===== config.mk =====
export PLATFORM = sky130hd
export DESIGN_NAME = mario_input_ctrl
export DESIGN_NICKNAME = d
export VERILOG_FILES = /design/src/rtl/mario_input_pkg.sv /design/src/rtl/mario_input_ctrl_dir_resolve.sv /design/src/rtl/mario_input_ctrl.sv
export SDC_FILE = /design/constraint.sdc
export NUM_CORES = 1
export LEC_CHECK = 0
export ABC_AREA = 1
export CAP_MARGIN = 20
export CORE_MARGIN = 5
export CORE_UTILIZATION = 58
export DETAILED_ROUTE_END_ITERATION = 10
export PLACE_DENSITY = 0.85
export SYNTH_ARGS = -nofsm -noshare
export SYNTH_HDL_FRONTEND = slang
export SYNTH_SLANG_ARGS = --single-unit

===== constraint.sdc =====
create_clock -name clk_sys -period 3 [get_ports clk_sys]
set_input_delay 0.9 -clock clk_sys [delete_from_list [all_inputs] [get_ports clk_sys]]
set_output_delay 0.9 -clock clk_sys [all_outputs]
set_load 0.05 [all_outputs]

===== src/rtl/mario_input_pkg.sv =====
// Shared constants and types for the Mario Bros input conditioning block:
// PS/2 scan codes, joystick bit positions and the key-latch bundle.
package mario_input_pkg;

    localparam logic [8:0] KEY_LEFT  = 9'h06B;
    localparam logic [8:0] KEY_RIGHT = 9'h074;
    localparam logic [8:0] KEY_SPACE = 9'h029;
    localparam logic [8:0] KEY_CTRL  = 9'h014;
    localparam logic [8:0] KEY_F1    = 9'h005;
    localparam logic [8:0] KEY_F2    = 9'h006;
    localparam logic [8:0] KEY_1     = 9'h016;
    localparam logic [8:0] KEY_2     = 9'h01E;
    localparam logic [8:0] KEY_5     = 9'h02E;
    localparam logic [8:0] KEY_6     = 9'h036;
    localparam logic [8:0] KEY_D     = 9'h023;
    localparam logic [8:0] KEY_G     = 9'h034;
    localparam logic [8:0] KEY_A     = 9'h01C;
    localparam logic [8:0] KEY_T     = 9'h02C;

    localparam int JOY_R      = 0;
    localparam int JOY_L      = 1;
    localparam int JOY_JUMP   = 4;
    localparam int JOY_START1 = 5;
    localparam int JOY_START2 = 6;
    localparam int JOY_COIN   = 7;
    localparam int JOY_PAUSE  = 8;

    typedef struct packed {
        logic left;
        logic right;
        logic fire;
        logic f1;
        logic f2;
        logic one;
        logic two;
        logic five;
        logic six;
        logic d;
        logic g;
        logic a;
        logic t;
    } keys_t;

    // Arrows ignore the extended bit; everything else needs an exact match.
    function automatic keys_t key_update(input keys_t k, input logic [8:0] code,
                                         input logic pressed);
        keys_t r;
        r = k;
        if (code[7:0] == KEY_LEFT[7:0]) begin
            r.left = pressed;
        end else if (code[7:0] == KEY_RIGHT[7:0]) begin
            r.right = pressed;
        end else begin
            case (code)
                KEY_SPACE, KEY_CTRL: r.fire = pressed;
                KEY_F1:              r.f1   = pressed;
                KEY_F2:              r.f2   = pressed;
                KEY_1:               r.one  = pressed;
                KEY_2:               r.two  = pressed;
                KEY_5:               r.five = pressed;
                KEY_6:               r.six  = pressed;
                KEY_D:               r.d    = pressed;
                KEY_G:               r.g    = pressed;
                KEY_A:               r.a    = pressed;
                KEY_T:               r.t    = pressed;
                default:             r      = k;
            endcase
        end
        return r;
    endfunction

endpackage


===== src/rtl/mario_input_ctrl_dir_resolve.sv =====
// Per-player left/right conflict resolver: synchronise {L,R}, and when both
// are held report the most recently pressed direction.
module dir_resolve
    import mario_input_pkg::*;
(
    input  logic       clk_sys,
    input  logic       reset,
    input  logic [1:0] in,
    output logic [1:0] out
);

    logic [1:0] s1_q, s2_q, last_q, out_q;
    logic [1:0] s1_d, s2_d, last_d, out_d;
    logic [1:0] newly;

    always_comb begin
        s1_d  = in;
        s2_d  = s1_q;
        newly = s1_q & ~s2_q;
        last_d = last_q;
        if (newly[1]) begin
            last_d = 2'b10;
        end else if (newly[0]) begin
            last_d = 2'b01;
        end
        // Use the updated last so a fresh conflict resolves without a stale cycle.
        out_d = (s1_q == 2'b11) ? last_d : s1_q;
    end

    always_ff @(posedge clk_sys) begin
        if (reset) begin
            s1_q   <= 2'b00;
            s2_q   <= 2'b00;
            last_q <= 2'b00;
            out_q  <= 2'b00;
        end else begin
            s1_q   <= s1_d;
            s2_q   <= s2_d;
            last_q <= last_d;
            out_q  <= out_d;
        end
    end

    assign out = out_q;

endmodule


===== src/rtl/mario_input_ctrl.sv =====
// Player input conditioning and pause/dim control for the Mario Bros core.
// Define MARIO_KBD_EN to compile in the PS/2 keyboard decode.
module mario_input_ctrl
    import mario_input_pkg::*;
#(
    parameter logic [31:0] DIM_CYCLES   = 32'd480_000_000,
    parameter logic [23:0] COIN_STRETCH = 24'd2_400_000
) (
    input  logic        clk_sys,
    input  logic        reset,
    input  logic [10:0] ps2_key,
    input  logic [15:0] joy_0,
    input  logic [15:0] joy_1,
    input  logic        osd_status,
    input  logic        osd_pause_dis,
    input  logic        hs_access,
    output logic [7:0]  sw1,
    output logic [7:0]  sw2,
    output logic        pause,
    output logic        dim_video
);

    keys_t keys;

`ifdef MARIO_KBD_EN
    logic  kt_q, kt_d;
    keys_t keys_q, keys_d;

    always_comb begin
        kt_d   = kt_q;
        keys_d = keys_q;
        if (ps2_key[10] != kt_q) begin
            kt_d   = ps2_key[10];
            keys_d = key_update(keys_q, ps2_key[8:0], ps2_key[9]);
        end
    end

    // Loading kt from the live toggle keeps a level held through reset from looking like an event.
    always_ff @(posedge clk_sys) begin
        if (reset) begin
            kt_q   <= ps2_key[10];
            keys_q <= '0;
        end else begin
            kt_q   <= kt_d;
            keys_q <= keys_d;
        end
    end

    assign keys = keys_q;
`else
    logic ps2_unused;
    assign ps2_unused = ^ps2_key;
    assign keys = '0;
`endif

    logic joy_unused;
    assign joy_unused = ^{joy_0[15:9], joy_0[3:2], joy_1[15:9], joy_1[3:2]};

    logic [1:0] dir1_in, dir2_in, dir1_out, dir2_out;

    assign dir1_in = {keys.left | joy_0[JOY_L], keys.right | joy_0[JOY_R]};
    assign dir2_in = {keys.d    | joy_1[JOY_L], keys.g     | joy_1[JOY_R]};

    dir_resolve u_dir1 (
        .clk_sys (clk_sys),
        .reset   (reset),
        .in      (dir1_in),
        .out     (dir1_out)
    );

    dir_resolve u_dir2 (
        .clk_sys (clk_sys),
        .reset   (reset),
        .in      (dir2_in),
        .out     (dir2_out)
    );

    logic        raw_q, raw_d;
    logic [23:0] cnt_q, cnt_d;
    logic        ptrig_q, ptrig_d;
    logic        ptog_q, ptog_d;
    logic        pause_q, pause_d;
    logic [31:0] ptimer_q, ptimer_d;
    logic        dim_q, dim_d;
    logic [7:0]  sw1_q, sw1_d, sw2_q, sw2_d;

    logic coin, start1, start2, fire1, fire2, btn_test;

    always_comb begin
        raw_d = joy_0[JOY_COIN] | joy_1[JOY_COIN] | keys.five | keys.six;
        cnt_d = cnt_q;
        if (raw_d && !raw_q) begin
            cnt_d = COIN_STRETCH;
        end else if (cnt_q != 24'd0) begin
            cnt_d = cnt_q - 24'd1;
        end
        coin = raw_d | (cnt_q != 24'd0);

        start1   = keys.f1 | keys.one | joy_0[JOY_START1] | joy_1[JOY_START1];
        start2   = keys.f2 | keys.two | joy_0[JOY_START2] | joy_1[JOY_START2];
        fire1    = keys.fire | joy_0[JOY_JUMP];
        fire2    = keys.a    | joy_1[JOY_JUMP];
        btn_test = keys.t;

        sw1_d = ~{btn_test, start2, start1, fire1, 2'b00, dir1_out};
        sw2_d = ~{2'b00, coin, fire2, 2'b00, dir2_out};

        ptrig_d = joy_0[JOY_PAUSE] | joy_1[JOY_PAUSE];
        ptog_d  = ptog_q ^ (ptrig_d & ~ptrig_q);
        pause_d = hs_access | ptog_d | (osd_status & ~osd_pause_dis);

        // Timer clears on the edge pause drops so dim never outlives pause.
        if (!pause_d) begin
            ptimer_d = 32'd0;
        end else if (pause_q && (ptimer_q < DIM_CYCLES)) begin
            ptimer_d = ptimer_q + 32'd1;
        end else begin
            ptimer_d = ptimer_q;
        end
        dim_d = pause_d & (ptimer_d >= DIM_CYCLES);
    end

    always_ff @(posedge clk_sys) begin
        if (reset) begin
            raw_q    <= 1'b0;
            cnt_q    <= 24'd0;
            ptrig_q  <= 1'b0;
            ptog_q   <= 1'b0;
            pause_q  <= 1'b0;
            ptimer_q <= 32'd0;
            dim_q    <= 1'b0;
            sw1_q    <= 8'hFF;
            sw2_q    <= 8'hFF;
        end else begin
            raw_q    <= raw_d;
            cnt_q    <= cnt_d;
            ptrig_q  <= ptrig_d;
            ptog_q   <= ptog_d;
            pause_q  <= pause_d;
            ptimer_q <= ptimer_d;
            dim_q    <= dim_d;
            sw1_q    <= sw1_d;
            sw2_q    <= sw2_d;
        end
    end

    assign sw1       = sw1_q;
    assign sw2       = sw2_q;
    assign pause     = pause_q;
    assign dim_video = dim_q;

endmodule

## After elaboration in Yosys (flattened, before gate mapping)

Cells that the tools add are included.
Widths: inputs -> output; s select.

| storage, ports and cells | value |
|---|---|
| flip-flop bits (word level) | 93 |
| input port bits | 48 |
| word-level logic and storage cells | 59 |
| output and inout bits | 18 |

| operators by class | value |
|---|---|
| reduce and logical (&&, ||, !) cells | 6 |
| equality and inequality tests | 2 |
| magnitude comparators | 2 |
| mux-type cells | 10 |
| bitwise gates (word level) | 19 |
| $add $sub $neg | 2 |

Operators with widths:

| operator | count |
|---|---|
| $mux 32 | 2 |
| $mux 22 | 2 |
| $add 32x1->32 const B | 1 |
| $ge 32x29->1 const B | 1 |
| $lt 32x29->1 const B | 1 |
| $reduce_bool 24->1 | 1 |
| $sub 24x1->24 const B | 1 |
| $mux 2 | 6 |
| $not 6->8 | 1 |
| $not 7->8 | 1 |
| $or 1x1->1 | 7 |
| $and 2x2->2 | 2 |
| $eq 2x2->1 const B | 2 |
| $not 2->2 | 2 |
| $and 1x1->1 | 3 |
| $logic_and 1x1->1 | 2 |
| $not 1->1 | 2 |
| $reduce_bool 2->1 | 1 |
| $reduce_or 2->1 | 1 |
| $logic_not 1->1 | 1 |
| $xor 1x1->1 | 1 |

## Depth between registers and ports, before layout

| logic depth | value |
|---|---|
| word-level depth | 8 |
| mapped depth | 18 |
| mapped depth without buffers | 18 |

## Hierarchy

Synthesis repeated with hierarchy kept, for this count alone.

| unflattened totals | value |
|---|---|
| cell total of the unflattened synthesis | 651 |
| area, all modules | 4302.9 µm² |

Modules (own cells, without submodules):

| module | area an instance (µm²) | cells an instance | times used | sequential area each (µm²) |
|---|---|---|---|---|
| mario_input_ctrl | 3789.9 | 589 | 1 | 1401.3 |
| dir_resolve | 256.5 | 31 | 2 | 160.2 |

## Worst setup path before layout

Ideal clock, no wire load.

| timing | value |
|---|---|
| path kind | in2reg |
| start | input port joy_1[8] |
| end | register dim_q, in the netlist dim_video |
| buffers on the path | 1 |
| data required time | 2935 ps |
| stages on the path | 13 |
| arrival | 2100 ps |
| setup time | 65 ps |
| setup slack | 835 ps |
| cells stage by stage | nor2_1 > nor2_1 > xnor2_1 > nand2_1 > buf_2 > nand3_1 > nor2_2 > nand2_1 > nor2_1 > nand2_1 > nor2_1 > nor2_1 > nor2_1 |

| between the ends | value |
|---|---|
| longest elaborated chain between the ends | 8 |

Ends and longest elaborated chain:

| item | RTL line | text |
|---|---|---|
| start: declaration | mario_input_ctrl.sv:13 | `input logic [15:0] joy_1,` |
| $or 1x1->1 (*) | mario_input_ctrl.sv:108 | `ptrig_d = joy_0[JOY_PAUSE] \| joy_1[JOY_PAUSE];` |
| $and 1x1->1 (*) | mario_input_ctrl.sv:109 | `ptog_d = ptog_q ^ (ptrig_d & ~ptrig_q);` |
| $xor 1x1->1 (*) | mario_input_ctrl.sv:109 |  |
| $or 1x1->1 (*) (2 in a row) | mario_input_ctrl.sv:110 | `pause_d = hs_access \| ptog_d \| (osd_status & ~osd_pause_dis);` |
| $mux 32 | mario_input_ctrl.sv:113 | `if (!pause_d) begin` |
| $ge 32x29->1 | mario_input_ctrl.sv:120 | `dim_d = pause_d & (ptimer_d >= DIM_CYCLES);` |
| $and 1x1->1 (*) | mario_input_ctrl.sv:120 |  |
| end signal: assignment | mario_input_ctrl.sv:141 | `dim_q <= dim_d;` |
| end: declaration | mario_input_ctrl.sv:84 | `logic dim_q, dim_d;` |

Mark *: on every way between the ends. The rest lies on a longest branch, timed or not.
A chain may end at the register's enable or synchronous reset.

## Final worst setup path

| timing | value |
|---|---|
| start | register pause_q, in the netlist pause |
| end | output port pause |

RTL lines:

| item | RTL line | text |
|---|---|---|
| start: declaration | mario_input_ctrl.sv:82 | `logic pause_q, pause_d;` |
| start signal: assignment | mario_input_ctrl.sv:139 | `pause_q <= pause_d;` |
| end: declaration | mario_input_ctrl.sv:19 | `output logic pause,` |

No word-level cell between the ends.

==> flow_metrics.tcl <==
set metrics [dict create \
    ys_ff_latch 86 \
    cts_tree "done" \
    row_count 31 \
    drive_gt1_frac 0.0901 \
    cts_root_buf "clkbuf_8" \
    slew_headroom 0.643 \
    yosysTopAreaCell "dfxtp_1" \
    ys_top_cells_by_area "dfxtp_1, nand2_1, nor2_1" \
    drt_iter0_markers 258 \
    post-dp-hpwl_um 7050 \
    max_clock_freq_mhz 381 \
    min_path_type "flop to flop" \
    die_w_um 96.9 \
    leakage_nw 2.02 \
    hold_viol 0 \
    critPathTopFamily "buffers and inverters" \
    remaining_drc_errors 0 \
    status "completed" \
    grt_pass1_vias 3943 \
    yosys_warnings 0 \
    ioPinCount 66 \
    pre_cts_ws_ns 0.263 \
    syn_area_per_cell_um2 6.70 \
    synthTopCellsByCount "nand2_1, nor2_1, dfxtp_1" \
    die_area_um2 9390 \
    nets 733 \
    gp_congestion 0.916 \
    worstSetupPathType "flop to primary output" \
    cts_resized 0 \
    clockBufferDepth 2 \
    fin_area_um2 4960 \
    avgViaCountPerCell 5.12 \
    yosysMostFrequentCell "nand2_1" \
    syn_area_um2 4380 \
    startpoint_type "flop" \
    worst_slack_ns 0.372 \
    dr.pass1.iters 5 \
    final_max_slew_viol_count 0 \
    setup_violations 0 \
    dp.cells 771 \
    cp-startpoint "pause$_SDFF_PP0_" \
    ant_nets 0 \
    grt_max_degree 46 \
    start_util 0.601 \
    hold_start "u_dir1.out[1]$_SDFF_PP0_" \
    layoutNonFillerInstCount 787 \
    antenna_found_initial 0 \
    place_area_um2 4740 \
    async_reset_ff_frac 0 \
    cts.sinks 86 \
    clock_latency_ns 0.37 \
    whs_ns 0.377 \
    vias 4030 \
    cts_setup_buffers 0 \
    routed_wl_um 9530 \
    yosysTopAreaCellShare 0.393 \
    track_usage 0.213 \
    synth_flop_cell "dfxtp_1" \
    cp.required_ns 2.10 \
    synth-edff-count 0 \
    skew_ns 0.0106 \
    slowest_stage "clkdlybuf4s50_1" \
    path_clk_slew_ns 0.10 \
    fp.dieH_um 96.9 \
    crit_chain "clkdlybuf4s50_1" \
    core-area_um2 7290 \
    cp-end-kind "primary output" \
    utilization 0.680 \
    wire_per_inst_um 12.1 \
    antenna_cells 0 \
    critPathMaxFanout 4 \
    cp_slowest_stage_delay_ns 0.86 \
    grt_pass1_wl_um 17000 \
    crit_arrival_ns 1.73 \
    tightestPinTransition_ns 0.535 \
    power.density_nw_per_um2 506 \
    ys_seq_area_frac 0.393 \
    syn_inst 654 \
    synth_cell_type_count 40 \
    r2r-start "ptimer_q[0]$_SDFF_PP0_" \
    crit_buf_inv 1 \
    htreeDepth 3 \
    peakVddDrop_uv 407 \
    rsz0062_at_grt "false" \
    syn_to_final_growth_pct 13.2 \
    cts_buffers 9 \
    numPortBuffers 29 \
    cap_violations 0 \
    grt-ovfl-total 0 \
    post-route-min-period_ns 2.63 \
    tns_ns 0 \
    p_total_mw 2.51 \
    period_share 0.876 \
    hold_buffers 0 \
]
where the power goes:
part	internal, mW	total, mW	leakage (nW)	switching [mW]
combinational	0.143	0.399	1.21	0.256
clock	0.403	0.861	0.101	0.458
sequential	1.20	1.25	0.705	0.0468
layout by cell type (no fill, tap or decap), types with 3 or more instances in the layout:
master           count
nand2_1            152
nor2_1             140
dfxtp_1             86
inv_1               72
nand3_1             33
clkdlybuf4s50_1     29
a21oi_1             21
o21ai_0             17
nor3_1              13
nor2_2               9
xor2_1               9
clkbuf_8             9
xnor2_1              8
nand2_2              8
nand3_2              7
nand4_1              7
conb_1               7
a31oi_1              6
inv_2                6
nor2_4               5
nor4_1               5
and3_1               3
or2_2                3
nor3b_1              3
buf_4                3
flip-flops by register name (all words and copies together), names as in the netlist:
signal and count:
sw2 4, pause 1, cnt_q 24, u_dir1.last_q 2, u_dir2.last_q 2, ptrig_q 1
raw_q 1, ptimer_q 32, u_dir2.out 2, sw1 5, dim_video 1, u_dir1.s2_q 2
u_dir2.s1_q 2, u_dir1.out 2, u_dir2.s2_q 2, u_dir1.s1_q 2, ptog_q 1
metal layers:
metal	global-route usage	part of all wire	up-vias
met5	0	0	-
met4	0.0756	0.021	0
met3	0.0583	0.043	22
met2	0.377	0.51	85
met1	0.246	0.43	1821
li1	-	-	2102
path summary, 6_finish.rpt:
kind         slack [ns]  cells past startpoint                    to
max                0.37                      1                 pause
min                0.38                      1     sw1[1]$_SDFF_PP1_
max reg2reg        0.53                     15  dim_video$_SDFF_PP0_
min reg2reg        0.38                      1     sw1[1]$_SDFF_PP1_
cell families (layout without fill, tap and decap cells):
group / Yosys count / after routing / synth area share
adders and majority gates: 2 / 2 / 0.00571
xor gates and xnor gates: 17 / 17 / 0.0340
and+or+nand+nor: 394 / 394 / 0.403
DFF: 86 / 86 / 0.393
other: 1 / 7 / 0.000856
AOI/OAI and AO/OA: 54 / 54 / 0.0691
buffers and inverters: 100 / 128 / 0.0943
cell type report:
cell class	instances	area, um2
multi-input cells	474	2270
inverters	79	297
flip-flops and latches	86	1720
well taps	99	124
repair buffers	33	333
clock inverters	7	90.1
clock buffers	9	124
fillers	646	2330
(Power assumes the default switching activity.)
